$ cat src/rtl/imem_fetch_responder.sv
`default_nettype none
// ============================================================================
//  Module   : imem_fetch_responder
//  Summary  : Instruction-memory responder with fixed read latency, bounded
//             outstanding requests, flush and a program-load write port.
//             Optional IMEM_STATS_EN adds rsp_count / err_seen outputs.
//  Revision : 1.0 - initial release
// ============================================================================
module imem_fetch_responder #(
   parameter int ADDR_W     = 16,
   parameter int DATA_W     = 16,
   parameter int DEPTH_LOG2 = 8,
   parameter int LATENCY    = 2   // legal range 1..4
) (
   input  logic                  clk,
   input  logic                  reset,
   input  logic                  req_valid,
   input  logic [ADDR_W-1:0]     req_addr,
   output logic                  req_ready,
   output logic                  rsp_valid,
   input  logic                  rsp_ready,
   output logic [ADDR_W-1:0]     rsp_addr,
   output logic [DATA_W-1:0]     rsp_instr,
   output logic                  rsp_err,
   input  logic                  flush,
   input  logic                  wr_en,
   input  logic [DEPTH_LOG2-1:0] wr_addr,
   input  logic [DATA_W-1:0]     wr_data
`ifdef IMEM_STATS_EN
   ,
   output logic [15:0]           rsp_count,
   output logic                  err_seen
`endif
);

   localparam int c_CAP   = LATENCY + 1;
   localparam int c_DEPTH = 2 ** DEPTH_LOG2;
   localparam int c_CNT_W = $clog2(c_CAP + 1);
   localparam int c_PTR_W = $clog2(c_CAP);
   localparam logic [c_CNT_W-1:0] c_CAP_N    = c_CNT_W'(c_CAP);
   localparam logic [c_PTR_W-1:0] c_PTR_LAST = c_PTR_W'(c_CAP - 1);

   logic [DATA_W-1:0]     r_mem [c_DEPTH];
   logic                  r_ready_en;
   logic [c_CNT_W-1:0]    r_outstanding;

   logic                  r_pv [LATENCY];
   logic [ADDR_W-1:0]     r_pa [LATENCY];
   logic [DATA_W-1:0]     r_pi [LATENCY];
   logic                  r_pe [LATENCY];

   logic [ADDR_W-1:0]     r_qa [c_CAP];
   logic [DATA_W-1:0]     r_qi [c_CAP];
   logic                  r_qe [c_CAP];
   logic [c_PTR_W-1:0]    r_rd_ptr;
   logic [c_PTR_W-1:0]    r_wr_ptr;
   logic [c_CNT_W-1:0]    r_q_cnt;

   logic                  w_oor;
   logic [DEPTH_LOG2-1:0] w_idx;
   logic [DATA_W-1:0]     w_rd_instr;
   logic                  w_accept;
   logic                  w_push;
   logic                  w_pop;

   // Any address bit above the array index marks the fetch as out of range.
   generate
      if (ADDR_W > DEPTH_LOG2) begin : g_oor
         assign w_oor = |req_addr[ADDR_W-1:DEPTH_LOG2];
      end else begin : g_no_oor
         assign w_oor = 1'b0;
      end
   endgenerate

   assign w_idx      = req_addr[DEPTH_LOG2-1:0];
   assign w_rd_instr = w_oor ? '0 : r_mem[w_idx];

   assign req_ready = r_ready_en && (r_outstanding < c_CAP_N) && !flush;
   assign w_accept  = req_valid && req_ready;
   assign rsp_valid = (r_q_cnt != '0);
   assign w_pop     = rsp_valid && rsp_ready && !flush;
   assign w_push    = r_pv[LATENCY-1] && !flush;

   assign rsp_addr  = r_qa[r_rd_ptr];
   assign rsp_instr = r_qi[r_rd_ptr];
   assign rsp_err   = r_qe[r_rd_ptr];

   // Array holds no reset; the read above sees pre-write data on a same-edge write.
   always_ff @(posedge clk) begin
      if (wr_en) begin
         r_mem[wr_addr] <= wr_data;
      end
   end

   always_ff @(posedge clk or negedge reset) begin
      if (!reset) begin
         r_ready_en    <= 1'b0;
         r_outstanding <= '0;
      end else begin
         r_ready_en <= 1'b1;
         if (flush) begin
            r_outstanding <= '0;
         end else begin
            r_outstanding <= r_outstanding + c_CNT_W'(w_accept) - c_CNT_W'(w_pop);
         end
      end
   end

   always_ff @(posedge clk or negedge reset) begin
      if (!reset) begin
         for (int i = 0; i < LATENCY; i++) begin
            r_pv[i] <= 1'b0;
            r_pa[i] <= '0;
            r_pi[i] <= '0;
            r_pe[i] <= 1'b0;
         end
      end else begin
         r_pv[0] <= w_accept && !flush;
         r_pa[0] <= req_addr;
         r_pi[0] <= w_rd_instr;
         r_pe[0] <= w_oor;
         for (int i = 1; i < LATENCY; i++) begin
            r_pv[i] <= r_pv[i-1] && !flush;
            r_pa[i] <= r_pa[i-1];
            r_pi[i] <= r_pi[i-1];
            r_pe[i] <= r_pe[i-1];
         end
      end
   end

   // Output queue: circular buffer of CAP entries; cannot overflow since
   // queued plus in-pipe entries never exceed the outstanding limit.
   always_ff @(posedge clk or negedge reset) begin
      if (!reset) begin
         for (int i = 0; i < c_CAP; i++) begin
            r_qa[i] <= '0;
            r_qi[i] <= '0;
            r_qe[i] <= 1'b0;
         end
         r_rd_ptr <= '0;
         r_wr_ptr <= '0;
         r_q_cnt  <= '0;
      end else if (flush) begin
         r_rd_ptr <= '0;
         r_wr_ptr <= '0;
         r_q_cnt  <= '0;
      end else begin
         if (w_push) begin
            r_qa[r_wr_ptr] <= r_pa[LATENCY-1];
            r_qi[r_wr_ptr] <= r_pi[LATENCY-1];
            r_qe[r_wr_ptr] <= r_pe[LATENCY-1];
            r_wr_ptr       <= (r_wr_ptr == c_PTR_LAST) ? '0 : r_wr_ptr + 1'b1;
         end
         if (w_pop) begin
            r_rd_ptr <= (r_rd_ptr == c_PTR_LAST) ? '0 : r_rd_ptr + 1'b1;
         end
         r_q_cnt <= r_q_cnt + c_CNT_W'(w_push) - c_CNT_W'(w_pop);
      end
   end

`ifdef IMEM_STATS_EN
   logic [15:0] r_rsp_count;
   logic        r_err_seen;

   always_ff @(posedge clk or negedge reset) begin
      if (!reset) begin
         r_rsp_count <= '0;
         r_err_seen  <= 1'b0;
      end else if (w_pop) begin
         r_rsp_count <= r_rsp_count + 16'd1;
         r_err_seen  <= r_err_seen | rsp_err;
      end
   end

   assign rsp_count = r_rsp_count;
   assign err_seen  = r_err_seen;
`endif

endmodule
`default_nettype wire
$ cat config.mk
export PLATFORM = sky130hd
export DESIGN_NAME = imem_fetch_responder
export DESIGN_NICKNAME = d
export VERILOG_FILES = /design/src/rtl/imem_fetch_responder.sv
export SDC_FILE = /design/constraint.sdc
export NUM_CORES = 2
export LEC_CHECK = 0
export CORE_MARGIN = 4
export CORE_UTILIZATION = 30
export DETAILED_ROUTE_END_ITERATION = 8
export HOLD_SLACK_MARGIN = 0.02
export PLACE_DENSITY = 0.55
export SLEW_MARGIN = 10
export SYNTH_ARGS = -nofsm -noshare
export SYNTH_HDL_FRONTEND = slang
export SYNTH_SLANG_ARGS = --single-unit
$ cat constraint.sdc
create_clock -name clk -period 2.85 [get_ports clk]
set_input_delay 0.7125 -clock clk [delete_from_list [all_inputs] [get_ports clk]]
set_output_delay 0.7125 -clock clk [all_outputs]
set_load 0.03 [all_outputs]
# After elaboration in Yosys (flattened, before gate mapping)

Memory sizes are Yosys's and may differ from the RTL's.
Cells that the tools add are included.

$add $sub $neg: 6
Magnitude comparators: 4
Equality and inequality tests: 2
Multiplexer cells: 27
Bitwise gates (word level): 3
Reduce and logical (&&, ||, !) cells: 15

Operators with widths:

| operator              | number |
|---|---|
| $bwmux W48            | 2 |
| $mux W16              | 6 |
| $bmux W16 S2          | 2 |
| $demux W16 S2         | 1 |
| $mux W2               | 8 |
| $logic_and A1 B1 Y1   | 9 |
| $reduce_or A8 Y1      | 1 |
| $ge A3 B3 Y1 const B  | 2 |
| $not A2 Y3            | 2 |
| $reduce_bool A2 Y1    | 3 |
| $mux W1               | 5 |
| $add A2 B1 Y2         | 2 |
| $add A2 B1 Y2 const B | 2 |
| $eq A2 B2 Y1 const B  | 2 |
| $sub A2 B1 Y2         | 2 |
| $bwmux W3             | 1 |
| $lt A3 B1 Y1 const B  | 1 |
| $bmux W1 S2           | 1 |
| $demux W1 S2          | 1 |
| $lt A2 B2 Y1 const B  | 1 |
| $reduce_and A2 Y1     | 1 |
| $logic_not A1 Y1      | 1 |
| $not A1 Y1            | 1 |

Bits in registers: 176
Bits in writable memories: 4,096
Bits of input ports: 46
Output and inout port bits: 35
Memories: 1

Memories:

| name  | depth | width | rd ports | clocked after Yosys merged registers in | write ports | line | text |
|---|---|---|---|---|---|---|---|
| r_mem | 256   | 16    | 1        | 0                                       | 1           | 43   | `logic [DATA_W-1:0] r_mem [c_DEPTH];` |

# Depth between registers and ports, before layout

Depth after elaboration: 7
Mapped depth: 14
Mapped depth without buffers: 10

# Worst setup path before layout

Ideal clock, no wire load.

Path kind: input to register
From: input wr_addr[0]
To: memory r_mem[237][0] (enable)
Library setup time: 0.388 ns
Data arrival time: 2.489 ns
Slack: -0.027 ns
Cell stages on the path: 6
Buffers on the path: 3
Cell sequence: clkbuf_1 -> nor2b_1 -> clkbuf_1 -> nand4_1 -> clkbuf_1 -> nor2_1

RTL lines:

| element            | line | text |
|---|---|---|
| start: declaration | 27   | `input logic [DEPTH_LOG2-1:0] wr_addr,` |
| end: declaration   | 43   |  |

Straight into the memory's write port.

# Worst setup path after layout

From: register r_rd_ptr[0]
To: output rsp_instr[7]

Cells in the longest elaborated chain, start to end: 4

Ends and longest elaborated chain:

| element                                      | line | text |
|---|---|---|
| start: declaration                           | 55   | `logic [c_PTR_W-1:0] r_rd_ptr;` |
| start signal: assignment                     | 155  | `r_rd_ptr <= (r_rd_ptr == c_PTR_LAST) ? '0 : r_rd_ptr + 1'b1;` |
| $not A2 Y3 (implied by the code)             | 85   | `assign rsp_instr = r_qi[r_rd_ptr];` |
| $bmux W16 S2                                 | 85   |  |
| $mux W16 (implied by the code) (2 in series) | 85   |  |
| end: declaration                             | 23   | `output logic [DATA_W-1:0] rsp_instr,` |

Every way passes these cells. The select of a mux whose other input is x is not followed.

==> out/results.txt <==
P per Cell Area: 651.3 nW/um^2
CTS tree: done
reg2reg setup slack: 0.14 ns
initial antenna violation count: 45
CP max FO: 18
Vias/cell: 5.128
Die Area: 563600 sq um
vias in the first global route: 86180
Worst path most repeated cell: buf_12
relative slew slack: 25.30%
Final Skew: 0.09824 ns
EDFF count, synth: 4096
Post-DP Area: 187000 sq um
slowest CP cell: dfrtp_2
status: finished with violations
DR iter-0 viols: 10700
DRT antenna net count: 0
Worst-path clk slew: 0.06 ns
min setup slack post-route: -0.1224 ns
DP HPWL: 306.7 mm
Clock Latency Late Sink: 1.02 ns
layout cells sized above 1: 30.00%
final setup violating endpoints: 33
crit path cell chain: buf_12 -> mux2i_1 -> o21ai_1 -> buf_12
largest family of logic cells by synthesized area: multiplexers
Fmax: 0.3364 GHz
Leakage: 0.06566 uW
Synth Area in Simple Gates: 1.684%
register bit total from synthesis: 4272
Fin Hold WS: 0.1382 ns
area leader, netlist: edfxtp_1
top cell family by delay on the critical path: flip-flops
RePlAce Congestion: 0.8695
Synth Area in Compound Gates: 3.785%
routed vias: 86210
synth unique cells: 71
Mapped Nets: 7935
Post-Synth Adder-Cell Area: 0.03024%
top post-synthesis cells by area: edfxtp_1, mux4_2, mux2i_1, dfrtp_1, o221ai_1
post-synthesis mux area share: 15.42%
failing checks: negative setup slack
type of the worst setup path: flip-flop to output port
mapped cell area: 165500 sq um
Synth Area in XOR/XNOR: 0.02117%
final period utilization: 104.3%
# fillers: 50110
RSZ-0062 raised after global routing: true
drt pass-1 iters: 6
grt ovf: 0
max-cap viol count: 0
CP startpoint kind: flip-flop
critical path required time: 2.14 ns
Finished Cell Area: 200700 sq um
min Tclk post-route: 2.972 ns
I/O pins: 81
FP Rows: 272
CTS Root Buffer Type: clkbuf_16
CP endpoint kind: output port
die width: 750.8 um
fin. max-slew vios: 0
count of yosys warnings during synthesis: 0
nets: 9238
HP Class: input port to flip-flop
# port buffers: 80
Syn-to-layout area delta: 21.29%
Buf/Inv on CP: 2
most common cell after layout, fill and taps aside: edfxtp_1
Initial Util: 30.13%
CTS max path bufs: 4
first-pass GRT wire length: 668.4 mm
CORE AREA: 549300 sq um
VDD IR max: 0.5363 mV
DR DRC count: 0
largest net degree at the start of global routing: 115
Synth Instances: 7885
prevailing post-synth register cell: edfxtp_1
# clock sinks: 4272
DIE HEIGHT: 750.8 um
drt wl/cell: 28.34 um
GRT Overall Usage: 16.45%
fin util: 36.55%
final hold violation count: 0
Post-Syn Area per Cell: 20.99 sq um
CTS HTree Levels: 5
arrival time worst endpoint: 2.26 ns
Routed Wire Length: 476.5 mm
FFs w/ async S/R, synth: 4.120%
Worst-Margin Slew: 1.121 ns
register area share after synthesis: 76.98%
largest stage delay on the critical path: 0.47 ns
post-synth top area share: 74.32%
most frequent cells in the layout: edfxtp_1, buf_4, mux2i_1
cts bufs inserted: 418
## registers in the layout (all words and copies together) (netlist names)
| name | count |
|---|---|
| r_rd_ptr | 2 |
| r_pa | 32 |
| r_qi | 48 |
| r_pi | 32 |
| r_mem | 4096 |
| r_qa | 48 |
| r_qe | 3 |
| r_ready_en | 1 |
| r_wr_ptr | 2 |
| r_pv | 2 |
| r_outstanding | 2 |
| r_pe | 2 |
| r_q_cnt | 2 |
## per-layer routing
layer | wire length [um] | vias up | GRT usage, %
met4 | 12400 | 14 | 4.168
met1 | 198100 | 46270 | 22.86
li1 | - | 35740 | -
met3 | 37130 | 615 | 2.809
met5 | 85 | - | 0
met2 | 228700 | 3566 | 26.85
## cell families after synthesis
logic type / Yosys count
compound gates: 920
xor+xnor: 4
fa+ha+maj: 4
buf+inv: 483
flops: 4272
mux: 1583
other cells: 1
simple gates: 618
## layout make-up
type	count	area, sq um	share of cell area (%)
sequential	4272	127400	63.47
multi-input combinational	3130	35070	17.47
timing repair buffer	1357	15810	7.873
clock buffer	510	10850	5.403
tap	7261	9085	4.526
clock inverter	259	2456	1.224
inverter	9	41.29	0.02057
antenna	13	32.53	0.01621
## per-stage QoR
stage | setup slack [ns] | setup TNS (ns) | total power, uW | std cells
2_1_floorplan | -0.02722 | -14.48 | 73930 | 7885
3_3_place_gp | -1.789 | -237.61 | 77850 | 16010
3_5_place_dp | -1.407 | -262.98 | 77990 | 16010
4_1_cts | -0.2189 | -4.666 | 131800 | 16790
5_1_grt | -0.2145 | -5.176 | 135000 | 16800
6_report | -0.1224 | -1.817 | 130700 | 16810
## worst reg2reg max path, stage by stage, from the launching register on
cell	delay [ns]
edfxtp_1	0.40
mux4_2	0.48
mux4_2	0.49
o22ai_1	0.16
buf_4	0.20
nor2_1	0.07
buf_4	0.15
o2111ai_1	0.30
buf_4	0.24
nor4_1	0.05
## power by group
group / internal [uW] / switching, uW
sequential: 69000 / 87.8
clock: 30000 / 24000
combinational: 2990 / 4630
total: 102000 / 28800
## cells in the mapped netlist, types with 45 or more instances
master and count:
a21oi_1 171, a221oi_1 45, buf_2 101, buf_4 56, buf_6 47, clkbuf_1 176, dfrtp_1 176, edfxtp_1 4096
mux2_2 101, mux2i_1 732, mux4_1 45, mux4_2 705, nand2_1 95, nand3_1 47, nor2_1 358, o21ai_0 184
o221ai_1 244, o22ai_1 148
## timing repair
action,in CTS,in global routing
cloned,0,1
hold buffers,6,0
setup endpoints to repair,44,44
pin swaps,4,1
buffers inserted,6,7
hold endpoints to repair,74,0
gates resized for setup,76,14
## worst paths after layout
| path | startpoint | endpoint | depth (start not counted) |
|---|---|---|---|
| max in group asynchronous | reset | r_qi[37]$_DFFE_PN0P_ | 3 |
| hold reg to reg | r_pa[17]$_DFF_PN0_ | r_pa[1]$_DFF_PN0_ | 0 |
| min in group asynchronous | reset | r_qa[39]$_DFFE_PN0P_ | 2 |
| setup reg to reg | r_mem[250][10]$_DFFE_PP_ | r_pi[26]$_DFF_PN0_ | 9 |
| setup / recovery | r_rd_ptr[0]$_DFFE_PN0P_ | rsp_instr[7] | 4 |
| hold / removal | wr_data[1] | r_mem[121][1]$_DFFE_PP_ | 1 |
(Power assumes the default switching activity.)
